`src/rtl/des_cmd_sequencer.sv`:
```
// des_cmd_sequencer: expands host operations (load key, encrypt, decrypt,
// clear) into the per-cycle mode code stream of the 3DES control unit.
// Command outputs are registered, so each code appears one cycle after the
// state that produced it; busy/op_ready track the state register directly.
module des_cmd_sequencer #(
  parameter int unsigned KEY_BEATS = 8,
  parameter int unsigned BLK_BEATS = 2,
  parameter int unsigned OUT_BEATS = 8,
  parameter int unsigned WAIT_MAX  = 255
) (
  input  logic       clk,
  input  logic       rst,
  input  logic       op_valid,
  input  logic [1:0] op_code,
  output logic       op_ready,
  input  logic       in_avail,
  output logic       in_pop,
  input  logic       out_ready,
  output logic       out_push,
  input  logic       core_done,
  output logic [2:0] mode,
  output logic       busy,
  output logic       err
);

  localparam int unsigned BEAT_W = 4;
  localparam int unsigned WAIT_W = (WAIT_MAX > 1) ? $clog2(WAIT_MAX + 1) : 1;

  localparam logic [2:0] MODE_IDLE = 3'd0;
  localparam logic [2:0] MODE_KEY  = 3'd1;
  localparam logic [2:0] MODE_BLK  = 3'd2;
  localparam logic [2:0] MODE_ENC  = 3'd3;
  localparam logic [2:0] MODE_DEC  = 3'd4;
  localparam logic [2:0] MODE_CLR  = 3'd5;
  localparam logic [2:0] MODE_OUT  = 3'd6;

  typedef enum logic [2:0] {
    S_IDLE  = 3'd0,
    S_KEY   = 3'd1,
    S_BLK   = 3'd2,
    S_START = 3'd3,
    S_WAIT  = 3'd4,
    S_DRAIN = 3'd5,
    S_CLEAR = 3'd6
  } state_e;

  state_e              state, state_nxt;
  logic [BEAT_W-1:0]   beat_cnt, beat_cnt_nxt;
  logic [WAIT_W-1:0]   wait_cnt, wait_cnt_nxt;
  logic [1:0]          op_q;
  logic                beat_inc_c;
  logic                timeout_c;
  logic                accept_c;
  logic [2:0]          mode_nxt;
  logic                in_pop_nxt;
  logic                out_push_nxt;
  logic                err_nxt;

  assign accept_c = op_valid && op_ready;

  // State register, beat/wait counters and latched operation code
  always_ff @(posedge clk) begin
    if (rst) begin
      state    <= S_IDLE;
      beat_cnt <= '0;
      wait_cnt <= '0;
      op_q     <= 2'd0;
    end else begin
      state    <= state_nxt;
      beat_cnt <= beat_cnt_nxt;
      wait_cnt <= wait_cnt_nxt;
      if (accept_c) begin
        op_q <= op_code;
      end
    end
  end

  // Next-state logic; terminal beat compare precedes any increment
  always_comb begin
    state_nxt  = state;
    beat_inc_c = 1'b0;
    timeout_c  = 1'b0;
    case (state)
      S_IDLE: begin
        if (accept_c) begin
          case (op_code)
            2'd0:       state_nxt = S_KEY;
            2'd1, 2'd2: state_nxt = S_BLK;
            2'd3:       state_nxt = S_CLEAR;
          endcase
        end
      end
      S_KEY: begin
        if (in_avail) begin
          if (beat_cnt == BEAT_W'(KEY_BEATS - 1)) state_nxt = S_IDLE;
          else                                    beat_inc_c = 1'b1;
        end
      end
      S_BLK: begin
        if (in_avail) begin
          if (beat_cnt == BEAT_W'(BLK_BEATS - 1)) state_nxt = S_START;
          else                                    beat_inc_c = 1'b1;
        end
      end
      S_START: state_nxt = S_WAIT;
      S_WAIT: begin
        if (core_done) begin
          state_nxt = S_DRAIN;
        end else if (wait_cnt == WAIT_W'(WAIT_MAX - 1)) begin
          timeout_c = 1'b1;
          state_nxt = S_CLEAR;
        end
      end
      S_DRAIN: begin
        if (out_ready) begin
          if (beat_cnt == BEAT_W'(OUT_BEATS - 1)) state_nxt = S_IDLE;
          else                                    beat_inc_c = 1'b1;
        end
      end
      S_CLEAR: state_nxt = S_IDLE;
      default: state_nxt = S_IDLE;
    endcase

    if (state_nxt != state)  beat_cnt_nxt = '0;
    else if (beat_inc_c)     beat_cnt_nxt = beat_cnt + BEAT_W'(1);
    else                     beat_cnt_nxt = beat_cnt;

    if (state_nxt != state)  wait_cnt_nxt = '0;
    else if (state == S_WAIT) wait_cnt_nxt = wait_cnt + WAIT_W'(1);
    else                     wait_cnt_nxt = wait_cnt;
  end

  // Command code and handshake strobes produced by the current state
  always_comb begin
    mode_nxt     = MODE_IDLE;
    in_pop_nxt   = 1'b0;
    out_push_nxt = 1'b0;
    err_nxt      = err;
    case (state)
      S_KEY: begin
        if (in_avail) begin
          mode_nxt   = MODE_KEY;
          in_pop_nxt = 1'b1;
        end
      end
      S_BLK: begin
        if (in_avail) begin
          mode_nxt   = MODE_BLK;
          in_pop_nxt = 1'b1;
        end
      end
      S_START: mode_nxt = (op_q == 2'd1) ? MODE_ENC : MODE_DEC;
      S_DRAIN: begin
        if (out_ready) begin
          mode_nxt     = MODE_OUT;
          out_push_nxt = 1'b1;
        end
      end
      S_CLEAR: mode_nxt = MODE_CLR;
      default: mode_nxt = MODE_IDLE;
    endcase

    if (accept_c && (op_code == 2'd3)) err_nxt = 1'b0;
    else if (timeout_c)                err_nxt = 1'b1;
  end

  // Output registers
  always_ff @(posedge clk) begin
    if (rst) begin
      mode     <= MODE_IDLE;
      in_pop   <= 1'b0;
      out_push <= 1'b0;
      busy     <= 1'b0;
      err      <= 1'b0;
      op_ready <= 1'b1;
    end else begin
      mode     <= mode_nxt;
      in_pop   <= in_pop_nxt;
      out_push <= out_push_nxt;
      busy     <= (state_nxt != S_IDLE);
      err      <= err_nxt;
      op_ready <= (state_nxt == S_IDLE);
    end
  end

endmodule

```
`config.mk`:
```
export PLATFORM = sky130hd
export DESIGN_NAME = des_cmd_sequencer
export DESIGN_NICKNAME = d
export VERILOG_FILES = /design/src/rtl/des_cmd_sequencer.sv
export SDC_FILE = /design/constraint.sdc
export NUM_CORES = 1
export LEC_CHECK = 0
export BUFFER_PORTS_ARGS = -buffer_cell sky130_fd_sc_hd__buf_2
export CAP_MARGIN = 20
export CORE_UTILIZATION = 30
export CTS_CLUSTER_DIAMETER = 80
export DETAILED_ROUTE_END_ITERATION = 10
export PLACE_DENSITY_LB_ADDON = 0.08
export SLEW_MARGIN = 15
export SYNTH_ARGS = -nofsm -noshare
export SYNTH_HDL_FRONTEND = slang
export SYNTH_SLANG_ARGS = --single-unit
```
`constraint.sdc`:
```
create_clock -name clk -period 3.7 [get_ports clk]
set_clock_uncertainty 0.15 [all_clocks]
set_input_delay 0.185 -clock clk [delete_from_list [all_inputs] [get_ports clk]]
set_output_delay 0.185 -clock clk [all_outputs]
set_load 0.005 [all_outputs]
```
==> Word-level counts from Yosys, hierarchy flattened <==
Index checks and enable logic that the tools add are counted.
W data, S select, Z words.
{ "word_totals": {"latchBits": 0, "mem_bits_rw": 0, "romBits": 0, "mem_count": 0, "register_bits": 25, "output_inout_bits": 8} }
{ "classes": {"eq_ne": 14, "n_mux": 26, "n_mul": 0, "n_div": 0, "order_cmp": 0, "n_bitwise": 2, "reduce_logical": 12, "shift": 0, "addsub": 2} }
{ "op_table": {"columns": ["op", "n"], "rows": [
  ["$mux W3", 10],
  ["$pmux W3 S6", 1],
  ["$pmux W3 S5", 1],
  ["$reduce_or A2 Y1", 6],
  ["$mux W1", 11],
  ["$eq A3 B3 Y1 const B", 3],
  ["$pmux W3 S3", 1],
  ["$add A8 B1 Y8 const B", 1],
  ["$eq A8 B8 Y1 const B", 1],
  ["$eq A3 B2 Y1 const B", 2],
  ["$logic_not A3 Y1", 2],
  ["$add A4 B1 Y4 const B", 1],
  ["$eq A2 B1 Y1 const B", 2],
  ["$eq A2 B2 Y1 const B", 2],
  ["$eq A4 B1 Y1 const B", 1],
  ["$eq A4 B3 Y1 const B", 1],
  ["$eq A3 B1 Y1 const B", 1],
  ["$ne A3 B3 Y1", 1],
  ["$pmux W1 S3", 1],
  ["$reduce_bool A3 Y1", 1],
  ["$logic_and A1 B1 Y1", 2],
  ["$logic_not A2 Y1", 1],
  ["$mux W2", 1],
  ["$not A1 Y1", 2]
]} }

==> Logic depth before layout (Yosys ltp) <==
Gate-level depths: netlist of the first run.
{ "logic_depth": {"depth_word": 7, "mapped_depth": 7, "depth_no_buf": 6} }

==> Worst setup path after synthesis of the first run <==
Ideal clock, no wire load.
{ "synth_timing": {"kind": "register to register", "start": "reg beat_cnt[0]", "end": "reg beat_cnt[3]", "required_ps": 3423, "setup_ps": 127, "stages_incl_launch_ff": 7, "period_less_slack_ps": 1686, "arrival_time_ps": 1409, "setup_slack_ps": 2014, "cell_sequence": "dfxtp_1 ha_1 nor3b_1 a221oi_2 a21oi_2 buf_6 a211oi_2"} }
{ "synth_via": {"elab_chain_len": 6, "elab_cells_between_ends": 17, "cone_classes": "add/sub: 1; eq/ne: 3; mux: 12; reduce/logical: 1"} }
{ "synth_lines": {"columns": ["item", "line", "text"], "rows": [
  ["from (decl)", "48", "logic [BEAT_W-1:0] beat_cnt, beat_cnt_nxt;"],
  ["from (signal assigned)", "70", "beat_cnt <= beat_cnt_nxt;"],
  ["$eq A4 B3 Y1 / $eq A4 B1 Y1 (equally long branches)", "95, 116, 101", null],
  ["$mux W3 (on tied branches)", "95, 116, 101", null],
  ["$mux W3 (on tied branches)", "115, 100, 94", null],
  ["$pmux W3 S6", "83", "case (state)"],
  ["$ne A3 B3 Y1", "124", "if (state_nxt != state) beat_cnt_nxt = '0;"],
  ["$reduce_or A2 Y1 (no line)", null, null]
]} }
Several ways; a longest one is shown, not always the timed one.
A chain may end at the register's enable or synchronous reset.

==> Final worst setup path of the first run <==
{ "layout_timing": {"start": "reg state[2]", "end": "reg beat_cnt[1]"} }
{ "layout_via": {"elab_chain_len": 5, "elab_cells_between_ends": 18, "cone_classes": "eq/ne: 6; mux: 10; reduce/logical: 2"} }
{ "layout_lines": {"columns": ["item", "line", "text"], "rows": [
  ["from (decl)", "47", "state_e state, state_nxt;"],
  ["from (signal assigned)", "69", "state <= state_nxt;"],
  ["$mux W3 (on tied branches) (2 in a row)", null, null],
  ["$pmux W3 S6", "83", null],
  ["$ne A3 B3 Y1", "124", null],
  ["$reduce_or A2 Y1 (no line)", null, null]
]} }
Several ways; a longest one is shown, not always the timed one.

==> out/results.tsv, run 1 <==
metric	value	unit
status	complete, no violations	
Max stage delay on crit path	0.70	ns
worst r2r dst	beat_cnt[1]	
Chip Width	69.33	µm
critical-path cell list	nand4bb_1 -> nor4_1 -> nand3b_1 -> nor4b_1	
RD Place Congestion	0.7436	
Tcrit/Tclk final	0.6541	
CTS resizes	0	
Post-DRT Antenna Nets	0	
combinational share of power	0.316	
Final Slew Violations	0	
ANT cells	0	
largest family of logic cells by synthesized area	simple AND/OR/NAND/NOR gates	
Max Cap Viol	0	
area added between synthesis and finish	9.476	%
Post-synth ARST share	0	
Power Density	523.3	nW/µm²
RSZ-0062 raised after global routing	false	
Crit. path cell count	4	
FF-to-FF path depth	4	
vias	1140	
total negative setup slack	0	ns
global-route wire length before repair	4988	µm
Clock Sink Count	25	
via/cell ratio	5.205	
Core ar.	4354	µm²
RR Startpoint	state[2]	
Switching Share	0.3702	
largest fanout on the critical path	19	
Synth Area in Adders	0.03680	
port bufs	15	
fin area	1489	µm²
Overall Global Routing Usage	0.1290	
most frequent cells in the layout	dfxtp_1, nor3_1, buf_2, nand2_1, nor2_1	
EDFF count, synth	0	
Hold Buf Count CTS	0	
first-iteration detailed-routing DRC count	59	
fin util	0.3420	
Avg WL per Cell	13.54	µm
initial antenna violation count	0	
power share of the clock group	0.214	
final hold violations	0	
row count	24	
Buf/Inv on CP	0	
chip height	69.33	µm
post-placement cell area	1440	µm²
Inserted Clock Buffers	3	
Slew @ Worst Pin	0.6638	ns
Net Sw Power	0.2884	mW
Hold WC Path Type	input pin to register	
CP endpoint kind	register	
DR pass1 iterations	4	
library cells used by synthesis	44	
syn_area_per_cell	8.663	µm²
Synth Area in XOR/XNOR	0.05796	
mapped cell area	1360	µm²
Post-Syn Instances	157	
post-placement worst setup slack	1.250	ns
largest net degree at the start of global routing	20	
Final setup viols	0	
slew margin rel.	0.5568	
H-tree depth	1	
CP max stage cell	dfxtp_1	
r2r setup slk	1.28	ns
CTS max path bufs	2	
delay-heaviest family, CP	simple AND/OR/NAND/NOR gates	
main flop type after synthesis	dfxtp_1	
share of cells above drive strength 1	0.1677	
CP startpoint	state[2]	
Worst-Skew Late Latency	0.27	ns
DRC Markers	0	
Flop pwr share	0.470	
most common cell after layout, fill and taps aside	dfxtp_1	
die area	4807	µm²
Int Pwr	0.4907	mW
post-synthesis mux area share	0.02300	
Peak VDD IR	0.2058	mV
data required time of the critical path	3.69	ns
Lkg Pwr	0.5210	nW
DP HPWL	2178	µm
NumNets Final	180	
post-synthesis sequential area ratio	0.3680	
Routed Wire Length	2966	µm
CP Class	register to register	
vias in the first global route	1036	
Starting Density	0.3124	
Setup Buffers After CTS	0	
CTS root buf	clkbuf_8	
Synth Area in Simple Gates	0.3017	
io pins	16	
Clock transition at path regs	0.09	ns
crit path launch type	register	
Post-Syn Nets	169	
Congestion Overflow GR	0	
Final WS setup	1.280	ns
Synth Area in Compound Gates	0.1601	
Worst setup endpoint	beat_cnt[1]	
f_max	413.2	MHz
CP arrival	2.41	ns
TritonCTS clock tree	yes	
YS warnings	0	
min Tclk post-route	2.420	ns
#FFs+latches synth	25	
==> worst min-delay path by stage <==
stage,from,endpoint,slack (ns),depth (start not counted)
final,op_code[0],err,0.02,2
after global routing,op_code[0],err,0.03,2
after CTS,op_code[0],err,0.01,2
after detailed placement,op_code[0],err,0.31,2
after global placement,op_code[0],err,0.30,2
after floorplan,rst,err,0.11,1
==> registers in the layout, indices dropped and copies added, names as in the netlist <==
register,count
err,1
busy,1
out_push,1
mode,3
wait_cnt,8
beat_cnt,4
op_ready,1
state,3
op_q,2
in_pop,1
==> area by class of cell <==
class	instances	area (µm²)
flip-flops and latches	25	500.5
inverters	3	11.26
repair buffers	15	75.07
fillers	454	2865
clock buffers	3	41.29
clock inverters	1	7.507
well taps	52	65.06
multi-input cells	120	788.3
==> per-layer routing <==
metal | vias to the layer above | routed length [µm] | track usage
met2 | 19 | 1411 | 0.2201
met4 | 0 | 20 | 0.02721
li1 | 587 | - | -
met5 | - | 0 | 0
met1 | 532 | 1443 | 0.1631
met3 | 2 | 91 | 0.03343
==> cell usage after synthesis (all sizes together) (2+ instances only) <==
| cell type | number | area share |
|---|---|---|
| a21oi | 11 | 0.043 |
| nor3b | 2 | 0.015 |
| mux2i | 2 | 0.015 |
| nor4 | 3 | 0.014 |
| dfxtp | 25 | 0.37 |
| nand2b | 4 | 0.018 |
| buf | 7 | 0.039 |
| and4bb | 2 | 0.018 |
| xnor2 | 6 | 0.039 |
| a41oi | 2 | 0.013 |
| clkbuf | 2 | 0.0055 |
| o21ai | 5 | 0.018 |
| nand3b | 2 | 0.011 |
| nand3 | 5 | 0.018 |
| nor2b | 3 | 0.014 |
| o21a | 2 | 0.011 |
| xor2 | 3 | 0.019 |
| or3 | 2 | 0.0092 |
| nor3 | 17 | 0.063 |
| nand2 | 14 | 0.039 |
| ha | 4 | 0.037 |
| nor4b | 2 | 0.013 |
| nand4bb | 2 | 0.017 |
| nor2 | 12 | 0.033 |
| inv | 3 | 0.0083 |
==> logic make-up after synthesis <==
| family | count (synthesis) |
|---|---|
| AOI/OAI and AO/OA | 30 |
| xor gates and xnor gates | 9 |
| adders and majority gates | 4 |
| buffers and inverters | 12 |
| DFF | 25 |
| muxes | 3 |
| and+or+nand+nor | 74 |
==> stage by stage <==
stage	hold WS, ns	std cells	total power, mW
after floorplan	0.1071	157	0.5756
after global placement	0.2969	215	0.6158
after detailed placement	0.3051	215	0.6213
after CTS	0.01252	219	0.7899
after global routing	0.03441	219	0.8389
final	0.02354	219	0.7791
==> power by group through the flow <==
| stage | Clock (mW) | Sequential [mW] | Combinational [mW] |
|---|---|---|---|
| global route | 0.186 | 0.378 | 0.274 |
| CTS | 0.174 | 0.365 | 0.251 |
| finish | 0.167 | 0.366 | 0.246 |
| detailed placement | 0 | 0.372 | 0.249 |
| floorplan | 0 | 0.330 | 0.245 |
| global placement | 0 | 0.370 | 0.246 |
No activity file was read; power rests on OpenSTA's default activity.
==> inputs of run 2 (changes only) <==
ABC_AREA = 1   (was unset)
clock period = 2 ns   (was 3.7 ns; I/O delays follow)
==> run 2 against run 1 <==
Compared with the run above: the run now ends with negative hold slack left; die area shrank 3.6%; critical path type unchanged; count of clock-buffer cells in the layout is 1 higher; sequential share of layout area shrank 0.50 points; largest power group unchanged; worst setup slack worse by 1.1 ns; final area increased by 1.5%; sequential power rose by 68%; first-iteration DRC count decreased by 14%; register-to-register slack lost 1.1 ns; maximum frequency up 34%; utilization rose by 2.8 points; via count rose by 0.18%; sequential cell count unchanged.
==> out/results.tsv, run 2 <==
metric	value	unit
most common cell after layout, fill and taps aside	nand2_1	
most frequent cell after synthesis	nand2_1	
vias	1142	
Final setup viols	0	
Post-Syn Instances	181	
Min Hold Slack	-0.002262	ns
Routed Wire Length	2706	µm
Area contributors post-synth	dfxtp_1, nand2_1, inv_1	
Synth Area in XOR/XNOR	0.06017	
main flop type after synthesis	dfxtp_1	
first-iteration detailed-routing DRC count	51	
YS warnings	0	
largest family of logic cells by synthesized area	simple AND/OR/NAND/NOR gates	
Inserted Clock Buffers	3	
post-synthesis sequential area ratio	0.3820	
DP HPWL	2144	µm
Congestion Overflow GR	0	
Buf/Inv on CP	1	
Max Cap Viol	0	
largest net degree at the start of global routing	14	
Tcrit/Tclk final	0.9056	
crit path launch type	register	
Clock transition at path regs	0.09	ns
critical-path cell list	ha_2 -> nand4_1 -> nand2_1 -> nand2_1 -> nor2_2 -> nand3_1 -> nand2_1 -> inv_1 -> nand2_4 -> nor2_1	
Avg WL per Cell	10.78	µm
via/cell ratio	4.550	
delay-heaviest family, CP	simple AND/OR/NAND/NOR gates	
Fillers	440	
Post-synth ARST share	0	
share of cells above drive strength 1	0.2040	
Worst-Skew Late Latency	0.27	ns
Post-Syn Nets	193	
library cells used by synthesis	22	
Starting Density	0.3206	
f_max	552.1	MHz
crit-path most repeated cell	nand2_1	
TritonCTS clock tree	yes	
DRC Markers	0	
Synth Area in Adders	0.03820	
Core ar.	4086	µm²
post-synthesis mux area share	0	
die area	4635	µm²
mapped cell area	1310	µm²
RD Place Congestion	0.8184	
syn_area_per_cell	7.238	µm²
post-synth top area share	0.3820	
ANT cells	0	
CP arrival	1.82	ns
Synth Area in Simple Gates	0.3410	
port bufs	15	
Slew @ Worst Pin	0.3152	ns
vias in the first global route	1054	
EDFF count, synth	0	
H-tree depth	1	
#FFs+latches synth	25	
most flop-heavy register	wait_cnt	
largest area contributor in the synthesized netlist	dfxtp_1	
max reg flops	8	
chip height	68.08	µm
data required time of the critical path	2.01	ns
row count	23	
Peak VDD IR	0.3907	mV
io pins	16	
RSZ-0062 raised after global routing	false	
Commonest cells post-synth	nand2_1, inv_1, dfxtp_1	
Final Slew Violations	0	
CTS max path bufs	2	
Overall Global Routing Usage	0.1311	
CP max stage cell	dfxtp_1	
violated checks	negative hold slack	
initial antenna violation count	0	
final hold violations	1	
CP endpoint kind	register	
most frequent cells in the layout	nand2_1, inv_1, dfxtp_1, buf_2	
Post-DRT Antenna Nets	0	
min Tclk post-route	1.811	ns
Max stage delay on crit path	0.40	ns
Synth Area in Compound Gates	0.06972	
DR pass1 iterations	4	
Hold WC Path Type	input pin to register	
total power	1.448	mW
slew margin rel.	0.7882	
top flop regs	wait_cnt x8, beat_cnt x4	
area added between synthesis and finish	15.38	%
Clock Sink Count	25	
status	complete, but fails checks	
total negative setup slack	0	ns
Chip Width	68.08	µm
CTS root buf	clkbuf_8	
NumNets Final	214	
Power Density	958.2	nW/µm²
Lkg Pwr	0.6770	nW
largest fanout on the critical path	12	
CP Class	register to register	
global-route wire length before repair	4478	µm
==> run 2: cell count changes after synthesis, sizes merged, moves of 4 or more <==
| cell | delta |
|---|---|
| inv | +28 |
| buf | -5 |
| nor3 | -11 |
| xnor2 | -4 |
| nand3 | +9 |
| a21oi | -4 |
| nand2b | -4 |
| nor2 | +13 |
| nand2 | +26 |
| xor2 | +4 |
==> run 2: tightest hold or removal path, delay by kind of cell <==
kind                   cells  cell delay (ns)
AOI/OAI and AO/OA          2             0.19
buffers and inverters      1             0.10
==> run 2: where the power goes <==
part / leakage (nW) / internal [mW] / switching (mW) / total [mW]
logic: 0.451 / 0.180 / 0.353 / 0.533
clock network: 0.0228 / 0.142 / 0.157 / 0.299
registers: 0.203 / 0.560 / 0.0558 / 0.616
==> run 2: cell families after synthesis <==
family                     count (synthesis)
buffers and inverters                     34
DFF                                       25
xor gates and xnor gates                   9
adders and majority gates                  4
AOI/OAI and AO/OA                         17
and+or+nand+nor                           92
==> run 2: layout make-up <==
type                       count  area [µm²]  area share
tap                           50       62.56     0.04139
clock buffer                   4       45.04     0.02980
multi-input combinational    122       674.4      0.4462
sequential                    25       500.5      0.3311
inverter                      31       116.4     0.07699
timing repair buffer          19       112.6     0.07450
==> run 2: repair_timing <==
action,in CTS,in global routing
hold endpoints to repair,5,0
resized for setup,0,2
setup buffers,0,0
setup endpoints to repair,0,12
hold buffers,3,0
==> run 2: worst paths after layout <==
path	cells past startpoint	slack, ns	from	to
max	10	0.19	beat_cnt[0]	wait_cnt[7]
min	3	-0.002	op_code[1]	op_q[1]
max reg2reg	10	0.19	beat_cnt[0]	wait_cnt[7]
min reg2reg	2	0.36	op_q[1]	op_q[1]
==> run 2: per-stage QoR <==
step / util / setup slack, ns / std cells / cell area [µm²]
finish: 0.3699 / 0.1889 / 251 / 1511
global route: 0.3699 / 0.02162 / 251 / 1511
CTS: 0.3680 / 0.03843 / 251 / 1504
detailed placement: 0.3497 / 0.04958 / 244 / 1429
global placement: 0.3497 / 0.1202 / 244 / 1429
floorplan: - / 0.3449 / 181 / 1310
==> run 2: layer usage <==
metal	GRT usage	routed length (µm)	up-vias
met5	0	0	-
met4	0.04427	46	0
met3	0.04167	100	5
met2	0.2439	1345	19
met1	0.1367	1214	513
li1	-	-	605
==> inputs of run 3 (changes only) <==
BUFFER_PORTS_ARGS = -buffer_cell sky130_fd_sc_hd__clkbuf_2   (was -buffer_cell sky130_fd_sc_hd__buf_2)
CTS_BUF_LIST = sky130_fd_sc_hd__clkbuf_16   (was unset)
REMOVE_ABC_BUFFERS = 1   (was unset)
==> run 3 against run 2 <==
Compared with the run above: the flow now finishes without violations; sequential share of layout area shrank 0.75 points; non-clock buffer count unchanged; utilization rose by 0.86 points; global-route usage grew 0.26 points; clock power rose by 50%; total power up 10%; combinational power down 0.8%; critical path type unchanged; critical endpoint is now wait_cnt[5]; highest routed layer unchanged.
==> out/results.tsv, run 3 (synthesized netlist as in run 2, its figures left out) <==
metric	value	unit
status	complete, no violations	
CTS root buf	clkbuf_16	
data required time of the critical path	2.05	ns
Max Cap Viol	0	
RSZ-0062 raised after global routing	false	
Peak VDD IR	0.4326	mV
share of cells above drive strength 1	0.2090	
Final Slew Violations	0	
r2r setup slk	0.20	ns
FF-to-FF path depth	9	
Post-DRT Antenna Nets	0	
f_max	554.7	MHz
chip height	68.08	µm
CP max stage cell	dfxtp_1	
largest fanout on the critical path	12	
Starting Density	0.3206	
first-iteration detailed-routing DRC count	34	
io pins	16	
CP Class	register to register	
Net Sw Power	0.5860	mW
RD Place Congestion	0.8048	
Inserted Clock Buffers	3	
Setup Buffers After CTS	0	
NumNets Final	214	
most flop-heavy register	wait_cnt	
Worst-Skew Late Latency	0.26	ns
port bufs	15	
Power Density	1032	nW/µm²
fin util	0.3784	
crit path launch type	register	
combinational share of power	0.331	
Lkg Pwr	0.6917	nW
vias	1168	
top flop regs	wait_cnt x8, beat_cnt x4	
Slew @ Worst Pin	0.2981	ns
most frequent cells in the layout	nand2_1, inv_1, dfxtp_1, clkbuf_2	
slew margin rel.	0.7998	
Congestion Overflow GR	0	
post-placement worst setup slack	0.05364	ns
global-route wire length before repair	4629	µm
initial antenna violation count	0	
via/cell ratio	4.653	
largest net degree at the start of global routing	15	
total power	1.596	mW
DR pass1 iterations	4	
Int Pwr	1.010	mW
Chip Width	68.08	µm
delay-heaviest family, CP	simple AND/OR/NAND/NOR gates	
min Tclk post-route	1.803	ns
TritonCTS clock tree	yes	
CP arrival	1.85	ns
area added between synthesis and finish	18.05	%
worst hold path cell count	3	
Crit. path cell count	9	
Final setup viols	0	
Clock transition at path regs	0.06	ns
row count	23	
H-tree depth	1	
Hold WC Path Type	input pin to register	
DRC Markers	0	
Avg WL per Cell	10.94	µm
Final WS setup	0.1973	ns
DP HPWL	2152	µm
vias in the first global route	1125	
max reg flops	8	
Flop pwr share	0.388	
CP endpoint kind	register	
Switching Share	0.3671	
die area	4635	µm²
critical-path cell list	ha_2 -> nand4_1 -> nand2_1 -> nand3b_1 -> nand2_1 -> nand3_2 -> nor2_2 -> nand2_4 -> nor2_2	
Tcrit/Tclk final	0.9014	
Routed Wire Length	2746	µm
ANT cells	0	
Buf/Inv on CP	0	
Clock Sink Count	25	
final hold violations	0	
Max stage delay on crit path	0.40	ns
Overall Global Routing Usage	0.1337	
most common cell after layout, fill and taps aside	nand2_1	
CTS max path bufs	2	
power share of the clock group	0.281	
total negative setup slack	0	ns
Core ar.	4086	µm²
==> run 3: changes by cell type in the layout (fill, tap and decap cells not counted), sizes merged <==
cell    before  now
clkinv       0    1
clkbuf       4   18
buf         16    1
==> run 3: worst reg2reg max path, cell delays in order, from the launching register on <==
cell and delay, ns:
dfxtp_1 0.40, ha_2 0.25, nand4_1 0.10, nand2_1 0.15, nand3b_1 0.13, nand2_1 0.09
nand3_2 0.07, nor2_2 0.16, nand2_4 0.15, nor2_2 0.11
==> run 3: power groups by stage <==
stage          clock [mW]  combinational [mW]  sequential (mW)
2_1_floorplan           0               0.384            0.622
3_3_place_gp            0               0.512            0.627
3_5_place_dp            0               0.514            0.630
4_1_cts             0.464               0.524            0.618
5_1_grt             0.484               0.604            0.629
6_report            0.448               0.529            0.619
==> run 3: area by class of cell <==
cell class | count | area, µm²
inverters | 31 | 116.4
well taps | 50 | 62.56
repair buffers | 19 | 112.6
clock inverters | 1 | 5.005
flip-flops and latches | 25 | 500.5
clock buffers | 3 | 75.07
multi-input cells | 122 | 674.4
fillers | 445 | 2540
==> run 3: repair_timing <==
item	CTS	global route
hold buffers	3	0
hold endpoints to repair	2	0
setup endpoints to repair	0	12
gates resized for setup	0	2
==> run 3: per-stage QoR <==
stage          hold WS, ns  cells  instance area [µm²]
6_report          0.002415    251                 1546
5_1_grt            0.02093    251                 1546
4_1_cts           0.003679    251                 1539
3_5_place_dp        0.2247    244                 1429
3_3_place_gp        0.2130    244                 1429
2_1_floorplan      0.01907    178                 1284
==> run 3: per-layer routing <==
metal / GRT usage / wire [µm] / up-vias
met4: 0.08333 / 56 / 0
met1: 0.1450 / 1214 / 535
met5: 0 / 0 / -
met3: 0.02833 / 72 / 6
li1: - / - / 610
met2: 0.2341 / 1402 / 17
==> run 3: final timing paths <==
kind / startpoint / endpoint
worst max register to register: beat_cnt[0] / wait_cnt[5]
worst min-delay path: in_avail / in_pop
worst max-delay path: beat_cnt[0] / wait_cnt[5]
worst min register to register: op_q[1] / op_q[1]
